<file path="src/rtl/uart_tx_scheduler_if.sv">
// Bundle of signals between the scheduler, its two requesters (ALU result and
// register-file read data) and the UART transmitter.
//   alu_req/alu_data/alu_ack : 16-bit ALU result request, level req, 1-cycle ack
//   rf_req/rf_data/rf_ack    : 8-bit RF read-data request, level req, 1-cycle ack
//   tx_busy                  : UART_TX busy indication
//   tx_data_valid/tx_p_data  : byte handed to UART_TX (valid is a 1-cycle pulse)
//   sched_busy               : scheduler is not idle
// The slave modport is the scheduler's view; master is the surrounding system.
interface uart_tx_scheduler_if #(
  parameter int DATA_WIDTH = 8,
  parameter int ALU_WIDTH  = 16
);
  logic                  alu_req;
  logic [ALU_WIDTH-1:0]  alu_data;
  logic                  alu_ack;
  logic                  rf_req;
  logic [DATA_WIDTH-1:0] rf_data;
  logic                  rf_ack;
  logic                  tx_busy;
  logic                  tx_data_valid;
  logic [DATA_WIDTH-1:0] tx_p_data;
  logic                  sched_busy;

  modport master (
    output alu_req, alu_data, rf_req, rf_data, tx_busy,
    input  alu_ack, rf_ack, tx_data_valid, tx_p_data, sched_busy
  );

  modport slave (
    input  alu_req, alu_data, rf_req, rf_data, tx_busy,
    output alu_ack, rf_ack, tx_data_valid, tx_p_data, sched_busy
  );
endinterface

</file>
<file path="src/rtl/uart_tx_scheduler.sv">
// Round-robin scheduler feeding UART_TX from two requesters: the ALU result
// (two bytes, low byte first) and register-file read data (one byte). The
// winning payload is latched, acked, then issued one byte at a time. An issue
// that UART_TX does not acknowledge by raising tx_busy within START_TO cycles
// is retried with the same byte.
// Ports:
//   clk  : system clock, rising edge
//   rst  : synchronous active-high reset
//   bus  : uart_tx_scheduler_if.slave (requests, acks, UART_TX handshake)
// All outputs are registered.
module uart_tx_scheduler #(
  parameter int DATA_WIDTH = 8,
  parameter int ALU_WIDTH  = 16,
  parameter int START_TO   = 4
) (
  input  logic                  clk,
  input  logic                  rst,
  uart_tx_scheduler_if.slave    bus
);

  typedef enum logic [1:0] {IDLE, ISSUE, WAIT_START, WAIT_DONE} state_t;

  localparam int TO_W = $clog2(START_TO + 1);

  state_t                 state_q, state_d;
  // 1 when ALU won the last grant, so RF wins the next tie.
  logic                   ptr_q, ptr_d;
  // Holding register; the byte being sent is always the low byte, the
  // register shifts down after each completed byte.
  logic [ALU_WIDTH-1:0]   hold_q, hold_d;
  logic [1:0]             bytes_left_q, bytes_left_d;
  logic [TO_W-1:0]        to_cnt_q, to_cnt_d;
  logic                   alu_ack_q, alu_ack_d;
  logic                   rf_ack_q, rf_ack_d;
  logic                   txv_q, txv_d;
  logic [DATA_WIDTH-1:0]  txd_q, txd_d;
  logic                   busy_q, busy_d;

  always_comb begin
    state_d      = state_q;
    ptr_d        = ptr_q;
    hold_d       = hold_q;
    bytes_left_d = bytes_left_q;
    to_cnt_d     = to_cnt_q;
    alu_ack_d    = 1'b0;
    rf_ack_d     = 1'b0;
    txv_d        = 1'b0;
    txd_d        = txd_q;

    case (state_q)
      IDLE: begin
        if (bus.alu_req && (!bus.rf_req || !ptr_q)) begin
          hold_d       = bus.alu_data;
          bytes_left_d = 2'd2;
          alu_ack_d    = 1'b1;
          ptr_d        = 1'b1;
          state_d      = ISSUE;
        end else if (bus.rf_req) begin
          hold_d       = ALU_WIDTH'(bus.rf_data);
          bytes_left_d = 2'd1;
          rf_ack_d     = 1'b1;
          ptr_d        = 1'b0;
          state_d      = ISSUE;
        end
      end

      ISSUE: begin
        if (!bus.tx_busy) begin
          txv_d    = 1'b1;
          txd_d    = hold_q[DATA_WIDTH-1:0];
          to_cnt_d = '0;
          state_d  = WAIT_START;
        end
      end

      // The pulse cycle itself counts as the first cycle without tx_busy.
      WAIT_START: begin
        if (bus.tx_busy) begin
          state_d = WAIT_DONE;
        end else if (to_cnt_q == TO_W'(START_TO - 1)) begin
          state_d = ISSUE;
        end else begin
          to_cnt_d = to_cnt_q + 1'b1;
        end
      end

      WAIT_DONE: begin
        if (!bus.tx_busy) begin
          bytes_left_d = bytes_left_q - 2'd1;
          hold_d       = hold_q >> DATA_WIDTH;
          state_d      = (bytes_left_q == 2'd1) ? IDLE : ISSUE;
        end
      end

      default: state_d = IDLE;
    endcase

    // Registered from the next state so sched_busy lines up with state_q.
    busy_d = (state_d != IDLE);
  end

  always_ff @(posedge clk) begin
    if (rst) begin
      state_q      <= IDLE;
      ptr_q        <= 1'b0;
      hold_q       <= '0;
      bytes_left_q <= '0;
      to_cnt_q     <= '0;
      alu_ack_q    <= 1'b0;
      rf_ack_q     <= 1'b0;
      txv_q        <= 1'b0;
      txd_q        <= '0;
      busy_q       <= 1'b0;
    end else begin
      state_q      <= state_d;
      ptr_q        <= ptr_d;
      hold_q       <= hold_d;
      bytes_left_q <= bytes_left_d;
      to_cnt_q     <= to_cnt_d;
      alu_ack_q    <= alu_ack_d;
      rf_ack_q     <= rf_ack_d;
      txv_q        <= txv_d;
      txd_q        <= txd_d;
      busy_q       <= busy_d;
    end
  end

  assign bus.alu_ack       = alu_ack_q;
  assign bus.rf_ack        = rf_ack_q;
  assign bus.tx_data_valid = txv_q;
  assign bus.tx_p_data     = txd_q;
  assign bus.sched_busy    = busy_q;

endmodule

</file>
<file path="src/flat_wrapper.sv">
// flat-port wrapper written by rule: the top's interface ports become plain ports
module uart_tx_scheduler_flat 
#(
  parameter int DATA_WIDTH = 8,
  parameter int ALU_WIDTH  = 16,
  parameter int START_TO   = 4
)
  (clk, rst, bus_alu_req, bus_alu_data, bus_rf_req, bus_rf_data, bus_tx_busy, bus_alu_ack, bus_rf_ack, bus_tx_data_valid, bus_tx_p_data, bus_sched_busy);
  uart_tx_scheduler_if #(.DATA_WIDTH(DATA_WIDTH), .ALU_WIDTH(ALU_WIDTH)) bus_i ();
  input  logic clk;
  input  logic rst;
  input wire logic [$bits(bus_i.alu_req)-1:0] bus_alu_req;
  input wire logic [$bits(bus_i.alu_data)-1:0] bus_alu_data;
  input wire logic [$bits(bus_i.rf_req)-1:0] bus_rf_req;
  input wire logic [$bits(bus_i.rf_data)-1:0] bus_rf_data;
  input wire logic [$bits(bus_i.tx_busy)-1:0] bus_tx_busy;
  output wire logic [$bits(bus_i.alu_ack)-1:0] bus_alu_ack;
  output wire logic [$bits(bus_i.rf_ack)-1:0] bus_rf_ack;
  output wire logic [$bits(bus_i.tx_data_valid)-1:0] bus_tx_data_valid;
  output wire logic [$bits(bus_i.tx_p_data)-1:0] bus_tx_p_data;
  output wire logic [$bits(bus_i.sched_busy)-1:0] bus_sched_busy;
  assign bus_i.alu_req = bus_alu_req;
  assign bus_i.alu_data = bus_alu_data;
  assign bus_i.rf_req = bus_rf_req;
  assign bus_i.rf_data = bus_rf_data;
  assign bus_i.tx_busy = bus_tx_busy;
  assign bus_alu_ack = bus_i.alu_ack;
  assign bus_rf_ack = bus_i.rf_ack;
  assign bus_tx_data_valid = bus_i.tx_data_valid;
  assign bus_tx_p_data = bus_i.tx_p_data;
  assign bus_sched_busy = bus_i.sched_busy;
  uart_tx_scheduler #(.DATA_WIDTH(DATA_WIDTH), .ALU_WIDTH(ALU_WIDTH), .START_TO(START_TO)) u_core (.clk(clk), .rst(rst), .bus(bus_i));
endmodule
</file>
<file path="config.mk">
export PLATFORM = sky130hd
export DESIGN_NAME = uart_tx_scheduler_flat
export DESIGN_NICKNAME = d
export VERILOG_FILES = /design/src/rtl/uart_tx_scheduler_if.sv /design/src/rtl/uart_tx_scheduler.sv /design/src/flat_wrapper.sv
export SDC_FILE = /design/constraint.sdc
export NUM_CORES = 1
export LEC_CHECK = 0
export ABC_AREA = 1
export BUFFER_PORTS_ARGS = -buffer_cell sky130_fd_sc_hd__buf_2
export CELL_PAD_IN_SITES_DETAIL_PLACEMENT = 0
export CELL_PAD_IN_SITES_GLOBAL_PLACEMENT = 2
export CORE_ASPECT_RATIO = 1.1
export CORE_MARGIN = 3
export CORE_UTILIZATION = 31
export CTS_CLUSTER_SIZE = 30
export DETAILED_ROUTE_END_ITERATION = 12
export HOLD_SLACK_MARGIN = 0.06
export PLACE_DENSITY = 0.81
export SYNTH_ARGS = -nofsm -noshare
export SYNTH_HDL_FRONTEND = slang
export SYNTH_SLANG_ARGS = --single-unit
</file>
<file path="constraint.sdc">
create_clock -name clk -period 2.7 [get_ports clk]
set_input_delay 0.135 -clock clk [delete_from_list [all_inputs] [get_ports clk]]
set_output_delay 0.135 -clock clk [all_outputs]
set_load 0.05 [all_outputs]
</file>
-- Word-level counts from Yosys, hierarchy flattened
Cells that the tools add are included.
- register bits: 36
- output and inout bits: 12
- muxes and demuxes: 25
- equal/unequal tests: 10
- $add $sub $neg: 2
- bitwise operators: 3
- reduce and logical (&&, ||, !) cells: 16
- operator list (kind ; number):
    16-bit 2-to-1 mux ; 3
    16-bit one-hot mux with 2 select lines ; 1
    2-bit 2-to-1 mux ; 9
    3-bit 2-to-1 mux ; 3
    2-bit inequality test (second input constant) ; 4
    2-bit one-hot mux with 4 select lines ; 1
    2-bit nonzero test ; 4
    1-bit 2-to-1 mux ; 6
    3-bit one-hot mux with 2 select lines ; 1
    2-bit by 1-bit == test with 1-bit output (second input constant) ; 2
    2-bit == test (second input constant) ; 2
    2-bit one-hot mux with 2 select lines ; 1
    2-bit AND reduction ; 2
    4-bit AND reduction ; 1
    2-bit OR reduction ; 2
    3-bit by 1-bit adder with 3-bit output (second input constant) ; 1
    3-bit by 2-bit == test with 1-bit output (second input constant) ; 1
    3-bit by 2-bit inequality test with 1-bit output (second input constant) ; 1
    1-bit inverter ; 3
    3-bit AND reduction ; 1
    3-bit OR reduction ; 1
    1-bit zero test ; 2
    2-bit zero test ; 1
    2-bit by 1-bit subtractor with 2-bit output (second input constant) ; 1
    other kinds (2) ; 2

-- Longest topological paths before layout
Gate-level depths: netlist of the first run.
- word-level depth: 6
- gate-level depth with buffers: 10
- mapped depth without buffers: 9

-- Worst setup path before layout of the first run
No wires, ideal clock.
- path kind: flip-flop to flip-flop
- start: register u_core.state_q[0]
- end: register u_core.hold_q[14]
- cell stages (with the launch flop): 8
- setup slack: 1168 ps
- clock period less this slack: 1532 ps
- arrival: 1418 ps
- data required time: 2586 ps
- path buffers: 1
- setup time: 114 ps
- path through: dfxtp_1 > inv_1 > ha_1 > a21oi_2 > nand2_8 > buf_6 > a21oi_1 > nor2_2
- word-level cells in the longest chain between the ends: 3
- RTL lines (what ; line ; text):
    from (decl) ; uart_tx_scheduler.sv:25 ; state_t state_q, state_d;
    from (signal assigned) ; uart_tx_scheduler.sv:115 ; state_q <= state_d;
    2-bit == test / 2-bit zero test (equally long branches) ; uart_tx_scheduler.sv:50 ; case (state_q)
    2-bit inequality test (no line), or another cell as far along ; n/a ;
    3-bit AND reduction (no line) ; n/a ;
    to (signal assigned) ; uart_tx_scheduler.sv:117 ; hold_q <= hold_d;
    to (decl) ; uart_tx_scheduler.sv:30 ; logic [ALU_WIDTH-1:0] hold_q, hold_d;
Parallel ways exist; a longest one is shown, timed or not.
A chain may end at the register's enable or synchronous reset.

-- Worst setup path after layout of the first run
- start: register u_core.state_q[0]
- end: register u_core.hold_q[1]
Same word-level chain as after synthesis.

==> impl_metrics.env, run 1 <==
export IMPL_hpwl_um=3090
export IMPL_cts_hold_buf=0
export IMPL_yosys_top_cells_count="nand2_1, dfxtp_1, inv_1, nor2_1, nand3_1"
export IMPL_clkLatencyLatePin_ps=290
export IMPL_crit_arrival_ps=2090
export IMPL_synth_top_family_by_area="simple AND/OR/NAND/NOR gates"
export IMPL_required_ps=2890
export IMPL_min_delay_worst_endpoint="u_core.hold_q[11]"
export IMPL_io_pins=41
export IMPL_overflow=0
export IMPL_place_congestion=0.795
export IMPL_r2r_start="u_core.state_q[0]"
export IMPL_fillerInstances=621
export IMPL_syn_num_nets=306
export IMPL_syn_area_um2=1860
export IMPL_nets=342
export IMPL_cts_htree_levels=2
export IMPL_postRouteAntennaNets=0
export IMPL_grt_pass1_wl_um=7390
export IMPL_crit_type="reg -> reg"
export IMPL_relSlewSlack_pct=62.0
export IMPL_area_delta_synth_final_pct=17.9
export IMPL_finalHoldViolations=0
export IMPL_post_place_cells=373
export IMPL_dr_total_vias=1663
export IMPL_die_height_um=87.1
export IMPL_antennaDiodeCount=0
export IMPL_final_min_clock_period_ps=1900
export IMPL_synth_mux_area_share_pct=0
export IMPL_synthAdderAreaFrac_pct=5.39
export IMPL_r2r_slack_ps=800
export IMPL_synth_edff_count=0
export IMPL_ys_seq_area_share_pct=38.8
export IMPL_synth_top_area_cell="dfxtp_1"
export IMPL_worstHoldStart="bus_alu_data[11]"
export IMPL_syn_inst=269
export IMPL_ir_worst_vdd_v=0.000345
export IMPL_yosys_warnings=0
export IMPL_p_comb_share_pct=46.3
export IMPL_die_area_um2=6950
export IMPL_grt_pass1_vias=1560
export IMPL_utilization_pct=39.3
export IMPL_ys_ff_latch=36
export IMPL_yosys_cell_types_count=21
export IMPL_final_max_slew_viol_count=0
export IMPL_path_max_fanout=20
export IMPL_p_seq_share_pct=34.1
export IMPL_synthXorXnorAreaFrac_pct=0
export IMPL_synth_area_top_cells="dfxtp_1, nand2_1, inv_1, nor2_1, nand3_1"
export IMPL_rows=28
export IMPL_dr_first_iter_drc_count=79
export IMPL_placed_area_um2=2080
export IMPL_start_util_pct=33.3
export IMPL_worstMarginPinSlew_ps=569
export IMPL_avgSynthCellArea_um2=6.90
export IMPL_core_area_um2=5570
export IMPL_first_pass_iters=6
export IMPL_drv_cap=0
export IMPL_grt_use_total_pct=13.6
export IMPL_holdPathStages=3
export IMPL_worst_hold_path_type="in -> reg"
export IMPL_post_synth_top_count_cell="nand2_1"
export IMPL_io_buffer_count=40
export IMPL_p_int_mw=1.37
export IMPL_fmax_mhz=527
export IMPL_cts_buffers=5
export IMPL_antenna_found_initial=0
export IMPL_cp_start_kind="register"
export IMPL_pwr_share_clk_pct=19.7
export IMPL_wirelength_um=4340
export IMPL_viasPerCell=4.36
export IMPL_reg2reg_depth=6
export IMPL_die_x_um=79.8
export IMPL_outcome="complete, no violations"
export IMPL_p_switching_mw=1.07
export IMPL_leakagePower_nw=1.11
export IMPL_cts_setup_buffers=0
export IMPL_cts_resized_gates=0
export IMPL_synth_simple_area_share_pct=33.9
export IMPL_tritoncts="done"
export IMPL_finalSetupViolCount=0
export IMPL_powerDensity_nw_per_um2=1120
export IMPL_drive_gt1_share_pct=18.0
export IMPL_timing_final_ws_setup_ps=803
export IMPL_cts_max_path_buffers=2
export IMPL_clock_sinks=36
export IMPL_yosysTopAreaCellShare_pct=38.8
export IMPL_cts_clk_slew_worst_paths_ps=80
export IMPL_setup_tns_ps=0
export IMPL_end_kind="register"
export IMPL_r2r_end="u_core.hold_q[1]"
export IMPL_pre_cts_slack_ps=785
export IMPL_synthFlopType="dfxtp_1"
export IMPL_grt_start_max_net_pins=35
export IMPL_finalPower_mw=2.44
export IMPL_fin_cells=381
export IMPL_fin_area_um2=2190
export IMPL_clock_skew_ps=11.6
export IMPL_drc=0
export IMPL_rsz0062_at_grt="false"
export IMPL_post_route_period_util_pct=70.3
export IMPL_synth_compound_area_share_pct=10.2
export IMPL_swShare_pct=43.8
export IMPL_clock_root_buffer="clkbuf_8"
export IMPL_routedWlPerCell_um=11.4
export IMPL_ys_async_sr_fraction_pct=0
export IMPL_hold_slack_ps=62.7
worst max path at each step:
stage                                 start                 to  slack, ps  cells past startpoint
after floorplan           u_core.state_q[0]  u_core.hold_q[14]       1170                      7
after global placement    u_core.state_q[0]   u_core.hold_q[1]        870                      6
after detailed placement  u_core.state_q[0]   u_core.hold_q[1]        790                      6
after CTS                 u_core.state_q[0]   u_core.hold_q[1]        780                      6
after global routing      u_core.state_q[0]   u_core.hold_q[5]        540                      6
final                     u_core.state_q[0]   u_core.hold_q[1]        800                      6
metal layers:
layer	track usage, %	part of all wire [%]	vias up
li1	-	-	921
met1	18.5	53	699
met2	20.7	40	38
met3	3.93	4.9	5
met4	4.61	1.3	0
met5	0	0	-
area by class of cell:
cell class / instances / area (µm²) / area share (%)
inverter: 36 / 135 / 6.17
tap: 75 / 93.8 / 4.29
clock inverter: 3 / 42.5 / 1.94
clock buffer: 5 / 68.8 / 3.14
sequential: 36 / 721 / 32.9
timing repair buffer: 41 / 208 / 9.49
multi-input combinational: 185 / 920 / 42.0
state kept, by name, summed over array words and instances (netlist names):
name                      flops
u_core.bus.rf_ack             1
u_core.to_cnt_q               3
u_core.bus.alu_ack            1
u_core.bus.sched_busy         1
u_core.bytes_left_q           2
u_core.bus.tx_p_data          8
u_core.bus.tx_data_valid      1
u_core.state_q                2
u_core.hold_q                16
u_core.ptr_q                  1
worst max-delay path, cell delays in order, from the launching register on:
cell,delay (ps)
dfxtp_1,410
ha_1,500
inv_1,420
nand4_1,210
nand3_1,120
nor2_1,100
nor2_1,40
power groups by stage:
stage	logic, mW	registers [mW]	clock network (mW)
finish	1.13	0.832	0.480
global route	1.33	0.857	0.519
CTS	1.14	0.834	0.495
detailed placement	1.14	0.845	0
global placement	1.14	0.844	0
floorplan	0.868	0.970	0
logic make-up after synthesis:
group | count (synthesis)
AOI/OAI and AO/OA | 37
buffers and inverters | 48
DFF | 36
and+or+nand+nor | 140
adders and majority gates | 8
layout by cell type (no fill, tap or decap):
| cell type | count |
|---|---|
| nand4_1 | 9 |
| a21oi_1 | 22 |
| ha_1 | 8 |
| dfxtp_1 | 36 |
| inv_1 | 36 |
| nand2_8 | 2 |
| clkinvlp_4 | 1 |
| clkbuf_8 | 5 |
| a21oi_2 | 1 |
| nor2_1 | 36 |
| nand2_1 | 65 |
| buf_4 | 1 |
| buf_2 | 40 |
| o22ai_1 | 1 |
| nor2_2 | 1 |
| o21ai_0 | 13 |
| nor3_1 | 1 |
| clkinv_2 | 1 |
| nand2_4 | 2 |
| nand3_1 | 24 |
| bufinv_16 | 1 |
Note: power is estimated with default switching activity, not from simulation.
==> inputs of run 2 (changes only) <==
Settings changed: CORE_UTILIZATION 31 to 29, PLACE_DENSITY 0.81 to 0.77.
Clock period 2.7 ns to 1.8 ns, I/O delays scaled along.
==> run 2 against run 1 <==
  * Final area is 5.3% higher
  * Worst setup slack lost 580 ps
  * Clock power up 19%
  * Final cell count up 3.9%
  * Total power grew 47%
  * Critical endpoint is now u_core.hold_q[14]
  * Largest cell class unchanged
  * Highest routed layer unchanged
==> impl_metrics.env, run 2 (same netlist as run 1, synthesis figures left out) <==
export IMPL_crit_type="reg -> reg"
export IMPL_clock_skew_ps=3.28
export IMPL_clock_sinks=36
export IMPL_antennaDiodeCount=0
export IMPL_clock_root_buffer="clkbuf_8"
export IMPL_postRouteAntennaNets=0
export IMPL_die_height_um=89.9
export IMPL_rsz0062_at_grt="false"
export IMPL_dr_total_vias=1698
export IMPL_cts_max_path_buffers=2
export IMPL_area_delta_synth_final_pct=24.2
export IMPL_overflow=0
export IMPL_tritoncts="done"
export IMPL_top_register="u_core.hold_q"
export IMPL_viasPerCell=4.29
export IMPL_final_cell_mix="nand2_1, buf_2, inv_1, nor2_1, dfxtp_1"
export IMPL_final_min_clock_period_ps=1580
export IMPL_finalHoldViolations=0
export IMPL_finalPower_mw=3.58
export IMPL_start_util_pct=31.0
export IMPL_largest_register_ffs=16
export IMPL_crit_arrival_ps=1770
export IMPL_fillerInstances=661
export IMPL_antenna_found_initial=0
export IMPL_ir_worst_vdd_v=0.000566
export IMPL_grt_pass1_wl_um=7600
export IMPL_cts_buffers=5
export IMPL_leakagePower_nw=1.17
export IMPL_setup_tns_ps=0
export IMPL_grt_use_total_pct=13.1
export IMPL_worstMarginPinSlew_ps=506
export IMPL_post_route_period_util_pct=87.7
export IMPL_routedWlPerCell_um=11.3
export IMPL_rows=29
export IMPL_drc=0
export IMPL_grt_pass1_vias=1609
export IMPL_fmax_mhz=633
export IMPL_nets=355
export IMPL_finalSetupViolCount=0
export IMPL_io_buffer_count=40
export IMPL_die_area_um2=7400
export IMPL_hpwl_um=3270
export IMPL_relSlewSlack_pct=66.3
export IMPL_cts_clk_slew_worst_paths_ps=80
export IMPL_drv_cap=0
export IMPL_cts_htree_levels=2
export IMPL_powerDensity_nw_per_um2=1550
export IMPL_first_pass_iters=4
export IMPL_grt_start_max_net_pins=35
export IMPL_wirelength_um=4480
export IMPL_worst_hold_path_type="in -> reg"
export IMPL_core_area_um2=5990
export IMPL_io_pins=41
export IMPL_clkLatencyLatePin_ps=290
export IMPL_place_congestion=0.755
export IMPL_outcome="complete, no violations"
export IMPL_die_x_um=82.3
export IMPL_end_kind="register"
export IMPL_final_max_slew_viol_count=0
export IMPL_cp_start_kind="register"
export IMPL_required_ps=1990
export IMPL_final_common_cell="nand2_1"
export IMPL_drive_gt1_share_pct=18.8
export IMPL_dr_first_iter_drc_count=56
export IMPL_path_max_fanout=34
-- run 2: cell types whose count changed in the layout (fill, tap and decap cells not counted), sizes merged --
cell / before / now
dlygate4sd3: 0 / 8
buf: 41 / 46
bufinv: 1 / 0
clkinv: 1 / 3
clkinvlp: 1 / 0
-- run 2: metrics by stage --
stage / utilization [%] / worst slack [ps] / cells / hold slack, ps / cell area, µm²
5_1_grt: 38.5 / 56.9 / 396 / 128 / 2300
2_1_floorplan: - / 268 / 269 / 162 / 1860
4_1_cts: 38.4 / 157 / 396 / 105 / 2300
6_report: 38.5 / 221 / 396 / 115 / 2300
3_5_place_dp: 35.6 / 168 / 380 / 324 / 2130
3_3_place_gp: 35.6 / 209 / 380 / 321 / 2130
-- run 2: critical path: stages, from the launching register on --
cell	delay, ps
dfxtp_1	400
inv_1	110
ha_1	340
a21oi_4	210
nand2_8	170
a21oi_1	190
nor2_2	40
-- run 2: power by group --
group          leakage, nW  switching, mW  internal [mW]
Sequential           0.297          0.130           1.11
Clock               0.0479          0.302          0.270
Combinational        0.823           1.17          0.590
-- run 2: area by class of cell --
cell class / count / area [µm²] / share of cell area (%)
Tap cell: 77 / 96.3 / 4.18
Timing Repair Buffer: 54 / 338 / 14.7
Inverter: 36 / 135 / 5.86
Multi-Input combinational cell: 185 / 927 / 40.2
Clock inverter: 3 / 18.8 / 0.814
Clock buffer: 5 / 68.8 / 2.99
Sequential cell: 36 / 721 / 31.3
-- run 2: path summary, 6_finish.rpt --
path / startpoint / end / slack, ps / cells after the start
worst max-delay path: u_core.state_q[0] / u_core.hold_q[14] / 220 / 6
worst min-delay path: bus_rf_req / u_core.bus.rf_ack / 110 / 3
worst max register to register: u_core.state_q[0] / u_core.hold_q[14] / 220 / 6
worst min register to register: u_core.hold_q[2] / u_core.bus.tx_p_data[2] / 460 / 2
-- run 2: repair_timing --
action                     CTS  global route
hold endpoints to repair     9             0
hold buffers                 8             0
resized for setup            0             1
buffers inserted             0             0
setup endpoints to repair    0             2
-- run 2: per-layer routing --
| metal | global-route usage (%) | share of wire (%) |
|---|---|---|
| met5 | 0 | 0 |
| met4 | 4.16 | 1.4 |
| met3 | 3.30 | 4.5 |
| met2 | 18.6 | 41 |
| met1 | 19.0 | 53 |
